**src/rtl/key_event_rx_pkg.sv**
```systemverilog
// Shared definitions for the key event receiver.
//   - event word layout: {repeat, press, key[KW-1:0]}
//   - EVT_PRESS / EVT_RELEASE encodings of the press field
//   - default debounce length for a 50 MHz clock (20 ms)
//   - idx_w(): width of a counter or index that must hold values 0..n-1 (minimum 1)
package key_event_rx_pkg;

  localparam logic EVT_PRESS   = 1'b1;
  localparam logic EVT_RELEASE = 1'b0;

  localparam int DEFAULT_DEBOUNCE_CYCLES = 1_000_000;

  function automatic int idx_w(input int n);
    return (n > 2) ? $clog2(n) : 1;
  endfunction

endpackage

```
**src/rtl/key_event_rx_key_debounce.sv**
```systemverilog
// key_debounce: two-flop synchroniser, persistence counter and stable-level flop for one key.
// Ports:
//   clk, rst_n   clock, asynchronous active-low reset
//   key_n        raw asynchronous key, 0 = pressed
//   level        debounced level, 1 = pressed
//   flip         one-cycle strobe, asserted in the cycle the stable level is about to change
//   flip_press   type of that change (EVT_PRESS / EVT_RELEASE), valid with flip
module key_debounce
  import key_event_rx_pkg::*;
#(
  parameter int DEBOUNCE_CYCLES = DEFAULT_DEBOUNCE_CYCLES
) (
  input  logic clk,
  input  logic rst_n,
  input  logic key_n,
  output logic level,
  output logic flip,
  output logic flip_press
);

  localparam int CW = idx_w(DEBOUNCE_CYCLES);

  logic          sync_q1;
  logic          sync_q2;
  logic          stable;
  logic          sample;
  logic [CW-1:0] cnt;

  assign sample     = ~sync_q2;
  assign flip       = (sample != stable) && (cnt == CW'(DEBOUNCE_CYCLES - 1));
  assign flip_press = sample ? EVT_PRESS : EVT_RELEASE;
  assign level      = stable;

  always_ff @(posedge clk or negedge rst_n) begin
    if (!rst_n) begin
      sync_q1 <= 1'b1;
      sync_q2 <= 1'b1;
      stable  <= 1'b0;
      cnt     <= '0;
    end else begin
      sync_q1 <= key_n;
      sync_q2 <= sync_q1;
      if (sample == stable) begin
        cnt <= '0;
      end else if (flip) begin
        stable <= sample;
        cnt    <= '0;
      end else begin
        cnt <= cnt + 1'b1;
      end
    end
  end

endmodule

```
**src/rtl/key_event_rx.sv**
```systemverilog
// key_event_rx: debounces NKEYS push-buttons and delivers press/release events over a
// valid/ready stream through a small show-ahead FIFO.
// Ports:
//   clk, rst_n            clock, asynchronous active-low reset
//   key_n[NKEYS]          raw keys, 0 = pressed
//   key_level[NKEYS]      debounced state, 1 = pressed
//   evt_valid/evt_ready   event stream handshake (pop on valid && ready)
//   evt_key/press/repeat  head event fields (all 0 while the FIFO is empty)
//   overflow / ovf_clr    sticky drop flag and its clear pulse (set wins)
// Build option: define KEY_REPEAT_EN to add the auto-repeat timer; without it evt_repeat is 0.
module key_event_rx
  import key_event_rx_pkg::*;
#(
  parameter int NKEYS           = 4,
  parameter int DEBOUNCE_CYCLES = DEFAULT_DEBOUNCE_CYCLES,
  parameter int FIFO_DEPTH      = 4,
  parameter int REPEAT_DELAY    = 25_000_000,
  parameter int REPEAT_PERIOD   = 5_000_000,
  localparam int KW = idx_w(NKEYS)
) (
  input  logic             clk,
  input  logic             rst_n,
  input  logic [NKEYS-1:0] key_n,
  output logic [NKEYS-1:0] key_level,
  output logic             evt_valid,
  input  logic             evt_ready,
  output logic [KW-1:0]    evt_key,
  output logic             evt_press,
  output logic             evt_repeat,
  output logic             overflow,
  input  logic             ovf_clr
);

  localparam int EW = KW + 2;
  localparam int AW = idx_w(FIFO_DEPTH);
  localparam int OW = $clog2(FIFO_DEPTH + 1);

  logic [NKEYS-1:0] flip;
  logic [NKEYS-1:0] flip_press;
  logic [NKEYS-1:0] rep_req;
  logic [NKEYS-1:0] pend;
  logic [NKEYS-1:0] pend_press;
  logic [NKEYS-1:0] pend_rep;
  logic [KW-1:0]    sel_idx;
  logic             push;
  logic [EW-1:0]    push_data;

  for (genvar g = 0; g < NKEYS; g++) begin : g_key
    key_debounce #(.DEBOUNCE_CYCLES(DEBOUNCE_CYCLES)) u_db (
      .clk        (clk),
      .rst_n      (rst_n),
      .key_n      (key_n[g]),
      .level      (key_level[g]),
      .flip       (flip[g]),
      .flip_press (flip_press[g])
    );
  end

`ifdef KEY_REPEAT_EN
  localparam int RW = idx_w((REPEAT_DELAY > REPEAT_PERIOD) ? REPEAT_DELAY : REPEAT_PERIOD);

  logic          rep_active;
  logic [KW-1:0] rep_key;
  logic [RW-1:0] rep_cnt;
  logic          press_hit;
  logic [KW-1:0] press_idx;
  logic          rep_stop;
  logic          rep_fire;

  // Highest-index press wins when several flip together; it counts as the most recent.
  always_comb begin
    press_hit = 1'b0;
    press_idx = '0;
    for (int i = 0; i < NKEYS; i++) begin
      if (flip[i] && (flip_press[i] == EVT_PRESS)) begin
        press_hit = 1'b1;
        press_idx = KW'(i);
      end
    end
  end

  assign rep_stop = flip[rep_key] && (flip_press[rep_key] == EVT_RELEASE);
  assign rep_fire = rep_active && !rep_stop && !press_hit && (rep_cnt == '0);

  always_comb begin
    rep_req = '0;
    if (rep_fire) rep_req[rep_key] = 1'b1;
  end

  always_ff @(posedge clk or negedge rst_n) begin
    if (!rst_n) begin
      rep_active <= 1'b0;
      rep_key    <= '0;
      rep_cnt    <= '0;
    end else if (press_hit) begin
      rep_active <= 1'b1;
      rep_key    <= press_idx;
      rep_cnt    <= RW'(REPEAT_DELAY - 1);
    end else if (rep_active) begin
      if (rep_stop) begin
        rep_active <= 1'b0;
      end else if (rep_cnt == '0) begin
        rep_cnt <= RW'(REPEAT_PERIOD - 1);
      end else begin
        rep_cnt <= rep_cnt - 1'b1;
      end
    end
  end
`else
  logic unused_repeat_cfg;
  assign unused_repeat_cfg = ^{REPEAT_DELAY, REPEAT_PERIOD};
  assign rep_req = '0;
`endif

  // Lowest pending index goes to the FIFO each cycle.
  always_comb begin
    sel_idx = '0;
    for (int i = NKEYS - 1; i >= 0; i--) begin
      if (pend[i]) sel_idx = KW'(i);
    end
  end

  assign push      = |pend;
  assign push_data = {pend_rep[sel_idx], pend_press[sel_idx], sel_idx};

  // A new request takes priority over the drain of the same bit.
  always_ff @(posedge clk or negedge rst_n) begin
    if (!rst_n) begin
      pend       <= '0;
      pend_press <= '0;
      pend_rep   <= '0;
    end else begin
      for (int i = 0; i < NKEYS; i++) begin
        if (flip[i] || rep_req[i]) begin
          pend[i]       <= 1'b1;
          pend_press[i] <= flip[i] ? flip_press[i] : EVT_PRESS;
          pend_rep[i]   <= !flip[i];
        end else if (push && (sel_idx == KW'(i))) begin
          pend[i] <= 1'b0;
        end
      end
    end
  end

  logic [EW-1:0] mem [FIFO_DEPTH];
  logic [AW-1:0] wr_ptr;
  logic [AW-1:0] rd_ptr;
  logic [OW-1:0] count;
  logic          full;
  logic          pop;
  logic          push_ok;
  logic          drop;
  logic [EW-1:0] head;

  assign full    = (count == OW'(FIFO_DEPTH));
  assign evt_valid = (count != '0);
  assign pop     = evt_valid && evt_ready;
  assign push_ok = push && (!full || pop);
  assign drop    = push && full && !pop;
  assign head    = mem[rd_ptr];

  // Fields are masked while empty so stale storage never shows on the outputs.
  assign evt_key    = evt_valid ? head[KW-1:0] : '0;
  assign evt_press  = evt_valid && head[KW];
  assign evt_repeat = evt_valid && head[KW+1];

  always_ff @(posedge clk) begin
    if (push_ok) mem[wr_ptr] <= push_data;
  end

  always_ff @(posedge clk or negedge rst_n) begin
    if (!rst_n) begin
      wr_ptr   <= '0;
      rd_ptr   <= '0;
      count    <= '0;
      overflow <= 1'b0;
    end else begin
      if (push_ok) wr_ptr <= wr_ptr + 1'b1;
      if (pop)     rd_ptr <= rd_ptr + 1'b1;
      case ({push_ok, pop})
        2'b10:   count <= count + 1'b1;
        2'b01:   count <= count - 1'b1;
        default: count <= count;
      endcase
      if (drop)         overflow <= 1'b1;
      else if (ovf_clr) overflow <= 1'b0;
    end
  end

endmodule
```
**config.mk**
```make
export PLATFORM = sky130hd
export DESIGN_NAME = key_event_rx
export DESIGN_NICKNAME = d
export VERILOG_FILES = /design/src/rtl/key_event_rx_pkg.sv /design/src/rtl/key_event_rx_key_debounce.sv /design/src/rtl/key_event_rx.sv
export SDC_FILE = /design/constraint.sdc
export NUM_CORES = 1
export LEC_CHECK = 0
export ABC_CLOCK_PERIOD_IN_PS = 3200
export BUFFER_PORTS_ARGS = -buffer_cell sky130_fd_sc_hd__clkbuf_2
export CORE_UTILIZATION = 30
export CTS_CLUSTER_DIAMETER = 30
export DETAILED_ROUTE_END_ITERATION = 12
export HOLD_SLACK_MARGIN = 0.08
export SYNTH_ARGS = -nofsm -noshare
export SYNTH_HDL_FRONTEND = slang
export SYNTH_HIERARCHICAL = 1
export SYNTH_SLANG_ARGS = --single-unit
```
**constraint.sdc**
```tcl
create_clock -name clk -period 3.2 [get_ports clk]
set_clock_uncertainty 0.2 [all_clocks]
set_input_delay 0.16 -clock clk [delete_from_list [all_inputs] [get_ports clk]]
set_output_delay 0.16 -clock clk [all_outputs]
set_load 0.03 [all_outputs]
```
* After elaboration in Yosys (flattened, before gate mapping)
Memories as Yosys holds them, arrays and structs flattened. Index checks and enable logic that the tools add are counted.
Storage, ports and cells: flip-flop bits (word level) 112, RAM bits 16, input bits 8, output and inout port bits 10, word-level logic and storage cells 136, memories 1
Memories:
- mem | words 4, width 4, rd ports 1, clocked after memory_dff 0, write ports 1, line key_event_rx.sv:145 | logic [EW-1:0] mem [FIFO_DEPTH];
Operators by class: $add $sub $neg 8, magnitude comparators 1, equal/unequal tests 18, muxes and demuxes 34, bitwise logic cells 8, reductions and logical operators 34
Operator list (count):
- 20-bit two-way mux | 8
- 20-bit by 1-bit adder with 20-bit output (second input constant) | 4
- 20-bit equality test (second input constant) | 4
- 1-bit two-way mux | 18
- 1-bit logical AND | 14
- 2-bit nonzero test | 6
- 2-bit two-way mux | 5
- 1-bit NOT | 8
- 2-bit AND reduction | 4
- 2-bit equality test (second input constant) | 3
- 1-bit zero test | 6
- 3-bit case mux with 2 select lines | 1
- 2-bit by 1-bit adder with 2-bit output (second input constant) | 2
- 1-bit binary-select mux with 2-bit select | 2
- 1-bit equality test | 4
- 2-bit by 1-bit equality test with 1-bit output (second input constant) | 2
- 1-bit != test | 4
- 4-bit OR reduction | 1
- 3-bit by 1-bit adder with 3-bit output (second input constant) | 1
- 3-bit equality test (second input constant) | 1
- 2-bit by 3-bit < comparator with 1-bit output (second input constant) | 1
- 3-bit nonzero test | 1
- 3-bit by 1-bit subtractor with 3-bit output (second input constant) | 1
- 2-bit zero test | 1
- 1-bit logical OR | 1

* Depth between registers and ports, before layout
depth in word-level cells 8, depth in mapped cells 10, mapped depth without buffers 9

* Modules after synthesis
Netlist, hierarchy kept.
By module, submodules not included:
- key_debounce | times used 4, cells each 116, area an instance 1114.8 µm², seq. area each 578.1 µm²
- key_event_rx | times used 1, cells each 109, area an instance 1590.3 µm², seq. area each 980.9 µm²

* Worst setup path after synthesis
OpenSTA, ideal clock, no wires.
path type flip-flop to flip-flop, start point register count[0], end point register count[2], setup time 0.079 ns, arrival 2.075 ns, required time 2.921 ns, path slack 0.845 ns, stages on the path, launching flop included 10, buffers on the path 0, clock period less this slack 2.355 ns, cells stage by stage dfrtp_1 -> or4b_4 -> nor2b_4 -> inv_1 -> ha_1 -> inv_1 -> fa_1 -> xor2_1 -> nor2_1 -> xor2_1
On the way: cells in the longest elaborated chain, start to end 6, elaborated cells between the ends (all ways) 12, those cells by class add/sub: 2; eq/ne: 3; mux: 1; reduce/logical: 6
Ends and longest elaborated chain:
- from (decl) | line key_event_rx.sv:148 | logic [OW-1:0] count;
- from (signal assigned) | line key_event_rx.sv:181 | 2'b10: count <= count + 1'b1;
- from (signal assigned) | line key_event_rx.sv:182 | 2'b01: count <= count - 1'b1;
- from (signal assigned) | line key_event_rx.sv:183 | default: count <= count;
- 3-bit equality test / 3-bit nonzero test (equally long branches) | line key_event_rx.sv:155, key_event_rx.sv:156
- 1-bit zero test / 1-bit logical AND (equally long branches) | line key_event_rx.sv:158, key_event_rx.sv:157
- 1-bit logical OR | line key_event_rx.sv:158 | assign push_ok = push && (!full || pop);
- 1-bit logical AND | line key_event_rx.sv:158
- 2-bit by 1-bit equality test with 1-bit output / 2-bit equality test (equally long branches) | line key_event_rx.sv:180 | case ({push_ok, pop})
- 3-bit case mux with 2 select lines / 2-bit nonzero test (equally long branches)
Parallel ways exist; a longest one is shown, timed or not. A chain may end at the register's enable or synchronous reset.

* Final worst setup path
Same ends and word-level chain as after synthesis.

==> summary.txt <==
Outcome
  – Status: completed

Yosys
  – Mapped cell area: ~0.0060 sq mm
  – Synth area leaders: dfrtp_1, edfxtp_1, xnor2_1
  – Synth top area share: approximately 43%
  – Count leader, synth: dfrtp_1
  – Synth area leader: dfrtp_1
  – Mapped Cells: ~570
  – Seq/Total Area, Yosys: 54.4%
  – Post-synth top cells: dfrtp_1, nor2_1, inv_1
  – Register bit total from synthesis: roughly 130
  – Mean Syn Cell Area: approximately 11 sq um
  – Count of cell types in the netlist: 44
  – EDFF count, synth: 16
  – Ys Warns: 6
  – Net count after synthesis: approximately 600
  – Ys async rst share: between 80 and 90%
  – Primary FF master, synth: dfrtp_1

Clocking
  – Root buf cell: clkbuf_16
  – CTS Buf Count: 17
  – CTS H-tree depth: 4
  – Longest Clk Path Bufs: 2
  – CTS tree: yes
  – Clk_lat worst skew: between 0.4 and 0.5 ns
  – Clock Pin Slew Worst Setup and Hold Paths: approximately 0.06 ns
  – # Post-CTS Setup Buffers: 0
  – CTS Sinks: 128

Drt
  – Post-DR wirelength/cell: 12.4 um
  – Mean number of vias per cell: ~4.7
  – Initial DRC count: roughly 150
  – Post-route DRC violation count: 0
  – WL final: around 11 mm
  – 1st-pass router iterations: 4
  – Post-route ant nets: 0
  – Via count: 4096

Pwr
  – Tot Pwr: approximately 3.8 mW
  – VDD IR-drop max: about 0.32 mV
  – Power per cell area: 533 mW/mm^2
  – Leak Pwr: about 2.8 nW

STA
  – Max Slew Vio Count: 0
  – Unrepaired setup endpoints after global routing: false
  – Final WS setup: 0.733 ns
  – Final setup violation count: 0
  – Fin crit share: between 70% and 80%
  – Peak Freq: 0.405 GHz
  – Final Critical Period: about 2.5 ns
  – Setup TNS: 0 ns
  – Worst Hold Slack: around 0.14 ns
  – Hold Vio Cnt, Final: 0
  – Relative slew slack: a little over half
  – Worst Max-Slew Pin Slew: 0.713 ns

Final layout
  – Layout Cells excl Fill: approximately 880
  – Nets: slightly above 600
  – Share of layout cells above drive strength 1: ~16%
  – ANT cells: 0
  – Layout area overhead: 16.4%

Placement
  – Cells after DPL: 836
  – Routability cong.: between 0.7 and 0.8
  – Setup WS pre-CTS: approximately 0.74 ns
  – Hpwl dp: 7.27 mm
  – Number of port buffers: 17

Die
  – Core area: 0.0196 sq mm
  – I/O pin total: 18
  – Die ar.: between 0.02 and 0.025 sq mm
  – Die width: around 140 um
  – Rows: between 50 and 60
  – Die Ht: about 140 um
  – Initial Util: 30.9%

Global route
  – Largest net degree at the start of global routing: slightly below 60
  – Antenna violations before repair: 0
  – Vias in the first global route: around 4000
  – First-pass GRT wire length: approximately 19 mm
  – Grt total ovfl: 0
  – Total GRT Usage: 11.9%

Min path
  – Min-Delay Path Class: primary input to async pin

Critical path
  – Startpoint types: flop
  – Worst Path Arrival: 2.60 ns
  – Worst EP required: 3.34 ns
  – Kind of critical path: flop to flop
  – Crit. End Element: flop
  – CP max FO: 7

Job
  – Max Cap Violations: 0
-- kinds of logic (layout without fill, tap and decap cells) --
group | Yosys count | in the layout | share of synthesized area [%]
and+or+nand+nor | 227 | 227 | 21.1
muxes | 10 | 10 | 2.65
DFF | 128 | 128 | 54.4
xor gates and xnor gates | 50 | 50 | 7.24
adders and majority gates | 10 | 10 | 2.19
AOI/OAI and AO/OA | 87 | 87 | 8.38
buffers and inverters | 61 | 99 | 3.97
-- cell type report --
type	count	area, sq um
multi-input cells	384	2520
fillers	1970	12600
well taps	265	332
inverters	36	135
repair buffers	31	225
clock buffers	19	443
clock inverters	13	95.1
flip-flops and latches	128	3290
-- per-layer routing --
layer  GRT usage [%]  share of wire, %
met5               0                 0
met3            3.41               2.6
met4            5.54               1.5
met1            16.2                53
met2            17.4                43
-- worst paths after layout --
| path | startpoint | endpoint | slack [ns] | depth (start not counted) |
|---|---|---|---|---|
| min in group clk | g_key[0].u_db/sync_q1 | g_key[0].u_db/sync_q2 | 0.15 | 0 |
| worst max-delay path | count[0] | count[2] | 0.73 | 9 |
| worst min-delay path | rst_n | g_key[3].u_db/cnt[18] | 0.14 | 2 |
| worst min register to register | g_key[0].u_db/sync_q1 | g_key[0].u_db/sync_q2 | 0.15 | 0 |
| worst max register to register | count[0] | count[2] | 0.73 | 9 |
| max in group asynchronous | rst_n | g_key[1].u_db/sync_q2 | 1.87 | 3 |
-- stage by stage --
| stage | util, % | cell area (sq um) |
|---|---|---|
| after floorplan | - | 6050 |
| after global placement | 32.8 | 6420 |
| after detailed placement | 32.8 | 6420 |
| after CTS | 35.9 | 7040 |
| after global routing | 35.9 | 7040 |
| final | 35.9 | 7040 |
-- placed cells by master (no fill, tap or decap), types with 5 or more instances in the layout --
| cell | Yosys | layout |
|---|---|---|
| dlygate4sd3_1 | 0 | 8 |
| dfrtp_1 | 104 | 104 |
| inv_1 | 36 | 36 |
| o21ai_0 | 27 | 27 |
| or3_1 | 9 | 9 |
| a21oi_1 | 33 | 33 |
| xnor2_1 | 27 | 27 |
| edfxtp_1 | 16 | 16 |
| nand2_1 | 16 | 16 |
| nor4_1 | 8 | 8 |
| or3_2 | 12 | 12 |
| and2_1 | 9 | 9 |
| xor2_1 | 23 | 23 |
| clkinv_1 | 0 | 5 |
| or4_1 | 20 | 20 |
| nor2_1 | 59 | 59 |
| buf_4 | 0 | 6 |
| clkbuf_2 | 0 | 16 |
| dfstp_2 | 8 | 8 |
| nand3_1 | 33 | 33 |
| ha_1 | 9 | 9 |
| nor3_1 | 13 | 13 |
| nand4_1 | 12 | 12 |
| clkbuf_16 | 0 | 17 |
| nor2b_1 | 6 | 6 |
| o31ai_1 | 17 | 17 |
-- worst max-delay path, cell delays in order, from the launching register on --
cell and delay [ns]:
dfrtp_1 0.41, or4b_4 0.53, nor2b_4 0.17, inv_1 0.08, ha_1 0.17, inv_1 0.06
fa_1 0.37, xor2_1 0.15, nor2_1 0.11, xor2_1 0.15
-- report_power, final --
group          switching [mW]  internal [mW]  leakage [nW]
clock network           0.683           1.07         0.257
logic                   0.123          0.109         0.865
registers              0.0695           1.70          1.70
total                   0.876           2.88          2.82
-- repair_timing --
action / 4_1_cts / 5_1_grt
hold buffers: 8 / 0
resized for setup: 0 / 0
hold endpoints to repair: 61 / 0
-- flip-flops by register name (all words and copies together) (netlist names) --
register,cells
count,3
overflow,1
mem,16
g_key.u_db/sync_q1,4
g_key.u_db/sync_q2,4
rd_ptr,2
wr_ptr,2
pend_press,4
g_key.u_db/level,4
pend_rep,4
g_key.u_db/cnt,80
pend,4
Power figures use the tool's default switching activity.
